File: src/rtl/alu_pkg.sv
// Shared definitions for the ALU command sequencer: opcodes, FSM states,
// and the opcode to one-hot strobe mapping used in the ISSUE cycle.
package alu_pkg;

    localparam logic [3:0] OP_ADD = 4'd0;
    localparam logic [3:0] OP_SUB = 4'd1;
    localparam logic [3:0] OP_INC = 4'd2;
    localparam logic [3:0] OP_DEC = 4'd3;
    localparam logic [3:0] OP_MUL = 4'd4;
    localparam logic [3:0] OP_SHR = 4'd5;
    localparam logic [3:0] OP_SHL = 4'd6;
    localparam logic [3:0] OP_AND = 4'd7;
    localparam logic [3:0] OP_OR  = 4'd8;
    localparam logic [3:0] OP_XOR = 4'd9;
    localparam logic [3:0] OP_NOT = 4'd10;
    localparam logic [3:0] OP_MOV = 4'd11;

    localparam int NSTRB = 11;

    typedef enum logic [1:0] {
        S_IDLE,
        S_ISSUE,
        S_COLLECT
    } state_t;

    function automatic logic op_legal(input logic [3:0] op);
        return op <= OP_MOV;
    endfunction

    // Bit i of the result is the strobe for opcode i; MOV and
    // illegal opcodes map to no strobe at all.
    function automatic logic [NSTRB-1:0] op_strobe(input logic [3:0] op);
        logic [NSTRB-1:0] s;
        s = '0;
        if (op <= OP_NOT) s[op] = 1'b1;
        return s;
    endfunction

endpackage

File: src/rtl/regfile8x16.sv
// Register file: two operand read ports, one debug read port, write-back
// lo/hi ports and a preload port. Priority: wb hi > wb lo > preload.
module regfile8x16 #(
    parameter int NREGS = 8,
    parameter int W     = 16,
    localparam int AW   = $clog2(NREGS)
) (
    input  logic          clk,
    input  logic          rst_n,
    input  logic [AW-1:0] ra_addr,
    output logic [W-1:0]  ra_data,
    input  logic [AW-1:0] rb_addr,
    output logic [W-1:0]  rb_data,
    input  logic [AW-1:0] dbg_addr,
    output logic [W-1:0]  dbg_data,
    input  logic          lo_en,
    input  logic [AW-1:0] lo_addr,
    input  logic [W-1:0]  lo_data,
    input  logic          hi_en,
    input  logic [AW-1:0] hi_addr,
    input  logic [W-1:0]  hi_data,
    input  logic          ld_en,
    input  logic [AW-1:0] ld_addr,
    input  logic [W-1:0]  ld_data
);

    logic [W-1:0] mem [NREGS];

    assign ra_data  = mem[ra_addr];
    assign rb_data  = mem[rb_addr];
    assign dbg_data = mem[dbg_addr];

    always_ff @(posedge clk or negedge rst_n) begin
        if (!rst_n) begin
            for (int i = 0; i < NREGS; i++) mem[i] <= '0;
        end else begin
            for (int i = 0; i < NREGS; i++) begin
                if (hi_en && hi_addr == AW'(i))
                    mem[i] <= hi_data;
                else if (lo_en && lo_addr == AW'(i))
                    mem[i] <= lo_data;
                else if (ld_en && ld_addr == AW'(i))
                    mem[i] <= ld_data;
            end
        end
    end

endmodule

File: src/rtl/alu_issue.sv
// Command sequencer for the two-operand logic unit: IDLE -> ISSUE -> COLLECT.
// Ports: cmd handshake/fields, preload, debug read, operand buses, op
// strobes, output enables, result buses, done/err completion pulse.
module alu_issue
    import alu_pkg::*;
#(
    parameter int NREGS = 8,
    parameter int W     = 16,
    localparam int AW   = $clog2(NREGS)
) (
    input  logic          clk,
    input  logic          rst_n,
    input  logic          cmd_valid,
    output logic          cmd_ready,
    input  logic [3:0]    cmd_op,
    input  logic [AW-1:0] cmd_ra,
    input  logic [AW-1:0] cmd_rb,
    input  logic [AW-1:0] cmd_rd,
    input  logic          cmd_wide,
    input  logic          ld_valid,
    input  logic [AW-1:0] ld_addr,
    input  logic [W-1:0]  ld_data,
    input  logic [AW-1:0] dbg_addr,
    output logic [W-1:0]  dbg_data,
    output logic [W-1:0]  bus1,
    output logic [W-1:0]  bus2,
    output logic          add,
    output logic          sub,
    output logic          inc,
    output logic          dec,
    output logic          mul,
    output logic          shr,
    output logic          shl,
    output logic          band,
    output logic          bor,
    output logic          bxor,
    output logic          bnegate,
    output logic          pass,
    output logic          pass_high,
    output logic          push,
    output logic          push_high,
    input  logic [W-1:0]  bus3,
    input  logic [W-1:0]  bus4,
    output logic          done,
    output logic          err
);

    state_t state, state_nx;

    logic [3:0]       op_q;
    logic [AW-1:0]    rd_q;
    logic             wide_q;
    logic [W-1:0]     a_q, b_q;
    logic [W-1:0]     ra_data, rb_data;
    logic             accept;
    logic             legal, is_mov;
    logic             we_lo, we_hi;
    logic [NSTRB-1:0] strb;

    assign accept = cmd_valid && cmd_ready;
    assign legal  = op_legal(op_q);
    assign is_mov = (op_q == OP_MOV);

    always_ff @(posedge clk or negedge rst_n) begin
        if (!rst_n) state <= S_IDLE;
        else        state <= state_nx;
    end

    always_comb begin
        state_nx  = state;
        cmd_ready = 1'b0;
        strb      = '0;
        push      = 1'b0;
        push_high = 1'b0;
        pass      = 1'b0;
        pass_high = 1'b0;
        bus1      = '0;
        bus2      = '0;
        we_lo     = 1'b0;
        unique case (state)
            S_IDLE: begin
                cmd_ready = 1'b1;
                if (cmd_valid) state_nx = S_ISSUE;
            end
            S_ISSUE: begin
                bus1     = a_q;
                bus2     = b_q;
                strb     = op_strobe(op_q);
                state_nx = S_COLLECT;
            end
            S_COLLECT: begin
                bus1      = a_q;
                bus2      = b_q;
                push      = legal && !is_mov;
                push_high = legal && !is_mov;
                pass      = is_mov;
                pass_high = is_mov;
                we_lo     = legal;
                state_nx  = S_IDLE;
            end
            default: state_nx = S_IDLE;
        endcase
    end

    assign we_hi = we_lo && wide_q;

    assign {bnegate, bxor, bor, band, shl, shr,
            mul, dec, inc, sub, add} = strb;

    // Operands are snapshotted at accept so later preloads or write-backs
    // to the source registers cannot disturb an in-flight command.
    always_ff @(posedge clk or negedge rst_n) begin
        if (!rst_n) begin
            op_q   <= '0;
            rd_q   <= '0;
            wide_q <= 1'b0;
            a_q    <= '0;
            b_q    <= '0;
        end else if (accept) begin
            op_q   <= cmd_op;
            rd_q   <= cmd_rd;
            wide_q <= cmd_wide;
            a_q    <= ra_data;
            b_q    <= rb_data;
        end
    end

    always_ff @(posedge clk or negedge rst_n) begin
        if (!rst_n) begin
            done <= 1'b0;
            err  <= 1'b0;
        end else begin
            done <= (state == S_COLLECT);
            err  <= (state == S_COLLECT) && !legal;
        end
    end

    regfile8x16 #(
        .NREGS(NREGS),
        .W    (W)
    ) u_rf (
        .clk     (clk),
        .rst_n   (rst_n),
        .ra_addr (cmd_ra),
        .ra_data (ra_data),
        .rb_addr (cmd_rb),
        .rb_data (rb_data),
        .dbg_addr(dbg_addr),
        .dbg_data(dbg_data),
        .lo_en   (we_lo),
        .lo_addr (rd_q),
        .lo_data (bus3),
        .hi_en   (we_hi),
        .hi_addr (rd_q + AW'(1)),
        .hi_data (bus4),
        .ld_en   (ld_valid),
        .ld_addr (ld_addr),
        .ld_data (ld_data)
    );

endmodule

File: config.mk
export PLATFORM = sky130hd
export DESIGN_NAME = alu_issue
export DESIGN_NICKNAME = d
export VERILOG_FILES = /design/src/rtl/alu_pkg.sv /design/src/rtl/regfile8x16.sv /design/src/rtl/alu_issue.sv
export SDC_FILE = /design/constraint.sdc
export NUM_CORES = 1
export LEC_CHECK = 0
export BUFFER_PORTS_ARGS = -buffer_cell sky130_fd_sc_hd__buf_2
export CORE_MARGIN = 1
export CORE_UTILIZATION = 34
export DETAILED_ROUTE_END_ITERATION = 8
export PLACE_DENSITY = 0.51
export SETUP_SLACK_MARGIN = 0.3
export SKIP_LAST_GASP = 1
export SYNTH_ARGS = -nofsm -noshare
export SYNTH_HDL_FRONTEND = slang
export SYNTH_HIERARCHICAL = 1
export SYNTH_SLANG_ARGS = --single-unit
File: constraint.sdc
create_clock -name clk -period 4.85 [get_ports clk]
set_input_delay 0.2425 -clock clk [delete_from_list [all_inputs] [get_ports clk]]
set_output_delay 0.2425 -clock clk [all_outputs]
set_load 0.03 [all_outputs]
======== After elaboration in Yosys (flattened, before gate mapping) ========
Index checks and enable logic that the tools add are counted.
cells by class
  $add $sub $neg .......................... 1
  equal/unequal tests ..................... 25
  reduce and logical (&&, ||, !) cells .... 44
  muxes and demuxes ....................... 45
  bitwise gates (word level) .............. 3
  $lt $le $gt $ge ......................... 7
operators with widths
  operator             number
  $mux 16              32
  $bmux 16 s3          3
  $eq 3x3->1 const B   12
  $logic_and 1x1->1    29
  $reduce_bool 3->1    8
  $mux 11              2
  $eq 3x2->1 const B   6
  $ge 4x4->1 const B   3
  $not 3->4            3
  $eq 3x1->1 const B   3
  $logic_not 3->1      3
  $le 4x4->1 const B   2
  $lt 4x5->1 const B   1
  $mux 1               5
  $demux 1 s4          1
  $eq 4x4->1 const B   1
  $ge 4x1->1 const B   1
  $pmux 2 s2           1
  $add 3x1->3 const B  1
  $eq 2x1->1 const B   1
  $eq 2x2->1 const B   1
  $logic_not 1->1      2
  $logic_not 2->1      1
  $mux 2               1
  2 further kinds      2
word-level totals
  bits in registers ....................... 172
  output and inout port bits .............. 66
  word-level logic and storage cells ...... 141
  input port bits ......................... 72

======== Depth between registers and ports, before layout ========
Gate-level depths: netlist (run 1).
  depth after elaboration ................. 6
  depth in mapped cells ................... 11
  mapped depth without buffers ............ 8

======== Cells and area by module ========
Netlist (run 1), hierarchy kept.
by module, submodules not included
  module       area an instance (um2)  sequential area each (um2)  times used  cells each
  regfile8x16  10582.6                 3203.1                      1           951
  alu_issue    2232.1                  1101.1                      1           162

======== Least setup slack after synthesis (run 1) ========
No wires, ideal clock.
  path kind ............................... reg-to-reg
  start point ............................. register state[0]
  end point ............................... register u_rf/mem[107] (netlist bit)
  buffers on the path ..................... 3
  arrival time ............................ 2.105 ns
  library setup time ...................... 0.132 ns
  slack ................................... 2.613 ns
  required time ........................... 4.718 ns
  cell stages (with the launch flop) ...... 11
  clock period less this slack ............ 2.237 ns
  cell sequence ........................... dfrtp_1 -> inv_1 -> ha_1 -> a21boi_0 -> buf_4 -> and4bb_1 -> buf_6 -> buf_2 -> mux2_2 -> mux2i_1 -> o21ai_1
between the ends
  longest elaborated chain between the ends .. 5
  elaborated cells between the ends (all ways) .. 8
  those cells by class .................... eq/ne (1); mux (3); reduce/logical (4)
ends and longest elaborated chain
  element                                              RTL line                              text
  start, declared                                      alu_issue.sv:48                       state_t state, state_nx;
  start signal, assigned                               alu_issue.sv:66                       else state <= state_nx;
  $eq 2x2->1 (*)                                       alu_issue.sv:80                       unique case (state)
  $mux 1 (*)                                           alu_issue.sv:80
  via we_lo                                            alu_issue.sv:57                       logic we_lo, we_hi;
  $logic_and 1x1->1 (on tied branches)                 regfile8x16.sv:40, alu_issue.sv:105
  $mux 16 / $logic_and 1x1->1 (equally long branches)  regfile8x16.sv:40, regfile8x16.sv:38
  $mux 16 / $reduce_bool 3->1 (equally long branches)  n/a
  end signal, assigned by index                        regfile8x16.sv:39                     mem[i] <= hi_data;
  end signal, assigned by index                        regfile8x16.sv:41                     mem[i] <= lo_data;
  end signal, assigned by index                        regfile8x16.sv:43                     mem[i] <= ld_data;
  end, declared                                        regfile8x16.sv:27                     logic [W-1:0] mem [NREGS];
The timed path passes the listed nets; every way through them passes the cells marked *.
A chain may end at the register's enable or synchronous reset.

======== Final worst setup path (run 1) ========
  start point ............................. register state[0]
  end point ............................... register u_rf/mem[106] (netlist bit)
The elaborated chain is that of the path after synthesis.

==> flow_metrics.py, run 1 <==
metrics = {
    "yosys": {
        "synth_nets": 1190,
        "ys_async_sr_fraction_pct": 100,
        "synth_top_area_share_pct": 33.6,
        "synth_most_common_cell": "dfrtp_1",
        "synthesis.area_sq_um": 12800,
        "yosys_warnings": 6,
        "yosys-top-cells-count": "dfrtp_1 (172), mux2_2 (146), nand2_1 (133)",
        "syn_area_per_cell_sq_um": 11.5,
        "synth_cells": 1113,
        "synth_seq_area_share_pct": 33.6,
        "synth_edf_count": 0,
        "synth_seq_cells": 172,
        "ys_types": 46,
        "ys_top_cells_by_area": "dfrtp_1 (34%), mux4_2 (17%), mux2_2 (13%)",
        "synth-main-ff-cell": "dfrtp_1",
        "netlist.top_cell.by_area": "dfrtp_1",
    },
    "route": {
        "drc": 0,
        "drt_wl_total_microns": 44000,
        "wire_per_inst_microns": 25.7,
        "routed_via_density": 5.60,
        "dr.pass1.iters": 7,
        "antenna_left": 0,
        "vias": 9579,
        "dr.first_iter.drc_count": 751,
    },
    "power_and_ir_drop": {
        "power.density_nw_per_um2": 595,
        "switching_share_pct": 40.2,
        "power_mw": 8.59,
        "leakagePower_nw": 5.82,
        "internal_power_mw": 5.14,
        "power_frac_comb_pct": 47.7,
        "irDropWorstVdd_mv": 0.277,
        "seqPwrFrac_pct": 34.2,
        "p_clk_share_pct": 18.1,
        "power_switching_mw": 3.45,
    },
    "setup_path": {
        "r2r_start": "state[0]",
        "critPathMaxStageDelay_ns": 1.08,
        "worstPathCellList": "inv_1, ha_1, a21boi_0, buf_4, and4bb_1, buf_4, o21ba_1, mux2i_1, o21ai_1",
        "startpoint": "state[0]",
        "crit_top_cell": "buf_4",
        "rr_endpoint": "u_rf/mem[106]",
        "worstPathMaxFanout": 17,
        "crit_type": "register to register",
        "r2r_cells": 9,
        "crit_path_end_kind": "register",
        "r2r_slack_ns": 1.80,
        "required_ns": 5.15,
        "crit_end": "u_rf/mem[106]",
        "cp-start-kind": "register",
        "slowest_stage": "o21ba_1",
        "arrival_ns": 3.35,
    },
    "cells_and_area": {
        "fillers": 3630,
        "drive_gt1_share_pct": 41.8,
        "seqCellArea_sq_um": 4300,
        "final_nets": 1268,
        "synthToLayoutAreaGrowth_pct": 12.6,
        "multi_input_area_sq_um": 7930,
    },
    "die": {
        "die_h_microns": 196,
        "num_rows": 70,
        "die_w_microns": 196,
        "die_area_sq_um": 38500,
        "ios": 138,
        "coreArea_sq_um": 36900,
        "start_util_pct": 34.8,
    },
    "placement": {
        "post-place-ws_ns": 1.84,
        "portBuffers": 137,
        "hpwl_microns": 28600,
        "place_congestion": 0.792,
    },
    "clock_tree": {
        "h-tree-depth": 4,
        "clk_path_buf_depth": 2,
        "post-cts-setup-buffers": 0,
        "cts.sinks": 172,
        "clk_latency_ns": 0.44,
        "clock-root-buffer": "clkbuf_16",
        "cts_buffers": 17,
        "cts_tree": "built",
        "clk_pin_slew_ns": 0.07,
    },
    "outcome": {
        "status": "finished clean",
    },
    "global_routing": {
        "grt_max_degree": 77,
        "grt_usage_pct": 23.2,
        "antenna_found_initial": 5,
        "grt_pass1_vias": 9400,
        "gr-total-overflow": 0,
        "grt_pass1_wl_microns": 65000,
    },
    "timing": {
        "slew_violations": 0,
        "rsz0062_at_grt": "no",
        "fin_tns_setup_ns": 0,
        "timing.final.ws_setup_ns": 1.80,
        "period_minus_slack_ns": 3.05,
        "finalSetupViolations": 0,
        "relSlewSlack_pct": 18.2,
        "max_slew.worst_pin.slew_ns": 1.23,
        "fmax_mhz": 328,
        "clock_skew_ns": 0.0154,
        "finalHoldViolations": 0,
        "min_period_over_period_pct": 62.8,
    },
    "worst_hold_path": {
        "hp-class": "primary input to register",
    },
    "job": {
        "maxCapViolCount": 0,
    },
}
placed cells by master, fill, tap and decap left out, drive strengths merged, types with 2 or more instances in the layout:
cell | netlist | final
dfrtp | 172 | 172
bufinv | 0 | 5
clkinvlp | 0 | 2
mux2i | 96 | 96
clkinv | 0 | 4
nor2 | 48 | 48
nand3b | 3 | 3
nand4b | 3 | 3
o21ai | 100 | 100
and2 | 33 | 33
nor2b | 28 | 28
ha | 5 | 5
o21ba | 2 | 2
inv | 3 | 3
a21boi | 2 | 2
clkbuf | 43 | 19
diode | 0 | 4
mux2 | 186 | 186
mux4 | 96 | 96
nor3 | 5 | 5
a21o | 2 | 2
buf | 63 | 164
nand2 | 134 | 134
nand2b | 9 | 9
a211oi | 32 | 32
and4bb | 2 | 2
and2b | 5 | 5
o31ai | 32 | 32
what timing repair did:
item,in CTS,in global routing
hold buffers,1,0
hold endpoints to repair,74,0
gates resized for setup,0,0
flip-flops by register name, summed over array words and instances, names as in the netlist:
name / count
u_rf/mem: 128
b_q: 16
err: 1
a_q: 16
op_q: 4
state: 2
done: 1
wide_q: 1
rd_q: 3
metrics by stage:
step	hold slack, ns	utilization [%]	cells	cell area (sq um)
after floorplan	-0.0531	-	1113	12800
after detailed placement	0.370	37.3	1675	13800
after global placement	0.365	37.3	1675	13800
final	0.0355	39.1	1710	14400
after global routing	0.0296	39.1	1707	14400
after CTS	0.0240	39.1	1706	14400
final cells by class:
class                      instances  share of cell area [%]
multi-input combinational        832                    54.9
sequential                       172                    29.8
timing repair buffer             165                    6.27
tap                              504                    4.37
clock buffer                      19                    3.14
clock inverter                    11                    1.34
inverter                           3                  0.0780
antenna                            4                  0.0694
power by group through the flow:
stage | clock network [mW] | logic, mW | registers [mW]
CTS | 1.58 | 4.11 | 2.92
finish | 1.56 | 4.09 | 2.94
detailed placement | 0 | 4.10 | 2.94
global placement | 0 | 4.04 | 2.90
global route | 1.63 | 4.39 | 3.05
floorplan | 0 | 3.23 | 2.63
metal layers:
metal	wire length [microns]	vias to the layer above	global-route usage, %
li1	-	4288	-
met1	20100	4913	32.5
met2	20400	307	36.6
met3	2420	67	3.94
met4	1050	4	7.00
met5	23	-	0
critical path, delay by kind of cell, from the launching register on:
| kind | cells | cell delay [ns] |
|---|---|---|
| buffers and inverters | 3 | 0.50 |
| and+or+nand+nor | 1 | 0.19 |
| DFF | 1 | 0.36 |
| adders and majority gates | 1 | 0.25 |
| AOI/OAI and AO/OA | 3 | 1.31 |
| muxes | 1 | 0.27 |
cells by family (layout without fill, tap and decap cells):
| group | after synthesis | count (layout) | share of synthesized area, % |
|---|---|---|---|
| fa+ha+maj | 5 | 5 | 0.488 |
| compound gates | 173 | 173 | 8.49 |
| flops | 172 | 172 | 33.6 |
| buf+inv | 109 | 198 | 4.76 |
| mux | 378 | 378 | 41.9 |
| simple gates | 275 | 275 | 10.7 |
| xor+xnor | 1 | 1 | 0.0684 |
| other cells | 0 | 4 | 0 |
worst min path at each step:
stage	from	end	slack, ns	cells past startpoint
2_1_floorplan	rst_n	a_q[0]	-0.05	0
3_3_place_gp	rst_n	u_rf/mem[70]	0.37	1
3_5_place_dp	rst_n	u_rf/mem[70]	0.37	1
4_1_cts	cmd_rd[2]	rd_q[2]	0.02	2
5_1_grt	cmd_op[2]	op_q[2]	0.03	2
6_report	cmd_rd[2]	rd_q[2]	0.04	2
Power figures use the tool's default switching activity.
==> run 2: changes to the inputs <==
ABC_AREA = 1   (was default)
clock period = 2.9 ns   (was 4.85 ns; I/O delays follow)
==> run 2 against run 1 <==
Cell area up 6.0%. Global-route usage is 6.7 points higher. Die area up 5.7%.
==> flow_metrics.py, run 2 <==
metrics = {
    "power_and_ir_drop": {
        "internal_power_mw": 7.02,
        "seqPwrFrac_pct": 35.4,
        "power_frac_comb_pct": 46.2,
        "power_switching_mw": 7.13,
        "power.density_nw_per_um2": 925,
        "switching_share_pct": 50.4,
        "p_clk_share_pct": 18.4,
        "leakagePower_nw": 7.97,
        "irDropWorstVdd_mv": 0.469,
        "power_mw": 14.2,
    },
    "cells_and_area": {
        "fin_area_sq_um": 15300,
        "top_register": "u_rf/mem",
        "n_antenna_cell": 0,
        "top_regs": "u_rf/mem x128, a_q x16, b_q x16",
        "fin_cells": 2817,
        "fillers": 4290,
        "largest_register_ffs": 128,
        "multi_input_area_sq_um": 7910,
        "mostFrequentLayoutCells": "nand2_1 (788), nand3_1 (409), o21ai_0 (280)",
        "layout_commonest_cell": "nand2_1",
        "synthToLayoutAreaGrowth_pct": 12.9,
        "seqCellArea_sq_um": 4300,
        "drive_gt1_share_pct": 11.5,
        "final_nets": 2364,
    },
    "yosys": {
        "synth_top_area_share_pct": 31.7,
        "synthesis.area_sq_um": 13600,
        "synth_edf_count": 0,
        "ys_types": 26,
        "synth_most_common_cell": "nand2_1",
        "synth_seq_cells": 172,
        "netlist.top_cell.by_area": "dfrtp_1",
        "syn_area_per_cell_sq_um": 6.01,
        "synth_cells": 2257,
        "synth_seq_area_share_pct": 31.7,
        "synth_nets": 2334,
        "yosys_warnings": 6,
        "ys_async_sr_fraction_pct": 100,
        "synth-main-ff-cell": "dfrtp_1",
        "yosys-top-cells-count": "nand2_1 (789), nand3_1 (409), o21ai_0 (280)",
        "ys_top_cells_by_area": "dfrtp_1 (32%), nand2_1 (22%), nand3_1 (15%)",
    },
    "die": {
        "ios": 138,
        "die_h_microns": 202,
        "coreArea_sq_um": 39000,
        "start_util_pct": 34.8,
        "die_w_microns": 202,
        "num_rows": 72,
        "die_area_sq_um": 40700,
    },
    "route": {
        "drc": 0,
        "dr.pass1.iters": 6,
        "wire_per_inst_microns": 21.6,
        "dr.first_iter.drc_count": 2084,
        "routed_via_density": 5.63,
        "vias": 15900,
        "antenna_left": 0,
        "drt_wl_total_microns": 61000,
    },
    "global_routing": {
        "gr-total-overflow": 0,
        "grt_pass1_wl_microns": 92000,
        "grt_pass1_vias": 14200,
        "antenna_found_initial": 0,
        "grt_max_degree": 97,
        "grt_usage_pct": 29.9,
    },
    "setup_path": {
        "startpoint": "state[0]",
        "crit_top_cell": "nand2_1",
        "critPathMaxStageDelay_ns": 0.67,
        "r2r_start": "state[0]",
        "crit_type": "register to register",
        "arrival_ns": 2.89,
        "worstPathCellList": "inv_1, ha_1, nand2_1, inv_1, nand2_1, nor2_2, nand2_1, nand3_1, nand3_1, nand2_1",
        "cp-start-kind": "register",
        "required_ns": 3.29,
        "worstPathMaxFanout": 16,
        "r2r_cells": 10,
        "crit_path_end_kind": "register",
        "slowest_stage": "nor2_2",
    },
    "timing": {
        "max_slew.worst_pin.slew_ns": 0.884,
        "relSlewSlack_pct": 41.0,
        "min_period_over_period_pct": 86.0,
        "period_minus_slack_ns": 2.49,
        "finalHoldViolations": 0,
        "whs_ns": 0.116,
        "clock_skew_ns": 0.0102,
        "slew_violations": 0,
        "fin_tns_setup_ns": 0,
        "fmax_mhz": 401,
        "rsz0062_at_grt": "no",
        "finalSetupViolations": 0,
    },
    "clock_tree": {
        "cts.sinks": 172,
        "cts_buffers": 17,
        "clk_path_buf_depth": 2,
        "clock-root-buffer": "clkbuf_16",
        "cts_tree": "built",
        "clk_latency_ns": 0.46,
        "clk_pin_slew_ns": 0.08,
        "h-tree-depth": 4,
    },
    "outcome": {
        "status": "finished clean",
    },
    "placement": {
        "hpwl_microns": 44200,
        "portBuffers": 137,
        "dpl.cell_count": 2775,
        "place_congestion": 0.907,
        "post_dp_cell_area_sq_um": 14500,
    },
    "worst_hold_path": {
        "hp-class": "primary input to register",
        "min_from": "ld_data[7]",
        "worstHoldPathCells": 5,
    },
    "job": {
        "maxCapViolCount": 0,
    },
}
-- run 2: worst paths after layout --
check / end / slack [ns]
max: u_rf/mem[6] / 0.41
min: u_rf/mem[39] / 0.12
max reg2reg: u_rf/mem[6] / 0.41
min reg2reg: a_q[13] / 0.47
max in group asynchronous: u_rf/mem[22] / 1.74
min in group asynchronous: op_q[0] / 0.26
-- run 2: kinds of logic (layout without fill, tap and decap cells) --
family | count (synthesis) | in the layout | share of synthesized area, %
flops | 172 | 172 | 31.7
compound gates | 384 | 384 | 14.2
fa+ha+maj | 5 | 5 | 0.461
buf+inv | 320 | 362 | 10.2
simple gates | 1375 | 1375 | 43.4
xor+xnor | 1 | 1 | 0.0646
-- run 2: per-stage QoR --
stage | utilization (%) | worst slack [ns]
4_1_cts | 39.1 | 0.376
6_report | 39.2 | 0.406
3_3_place_gp | 37.2 | 0.459
5_1_grt | 39.2 | 0.287
3_5_place_dp | 37.2 | 0.404
2_1_floorplan | - | 1.01
-- run 2: repair_timing --
item	in CTS	in global routing
endpoints found under the hold margin	63	0
setup endpoints to repair	0	73
hold buffers	9	0
setup buffers	0	2
resized for setup	0	12
-- run 2: worst max-delay path: cells and delay by family (launching register included) --
kind | cells | cell delay [ns]
flops | 1 | 0.40
fa+ha+maj | 1 | 0.20
buf+inv | 2 | 0.26
simple gates | 7 | 1.57
-- run 2: power groups by stage --
stage,Sequential [mW],Clock [mW],Combinational [mW]
after CTS,4.92,2.65,6.43
after global routing,5.14,2.74,7.26
final,5.01,2.60,6.54
after floorplan,4.30,0,4.62
after global placement,4.95,0,6.36
after detailed placement,4.95,0,6.39
-- run 2: routing by layer --
layer  track usage, %  vias up  wire [microns]
met5                0        -               0
met4             6.87        0            1020
met3             7.21       70            6850
met2             42.5      917           25100
met1             45.0     7439           28000
li1                 -     7443               -
-- run 2: area by class of cell --
type	count	area share [%]
repair buffers	204	8.55
flip-flops and latches	172	28.1
multi-input cells	1765	51.7
inverters	127	3.17
clock inverters	13	1.33
well taps	518	4.24
clock buffers	18	2.87
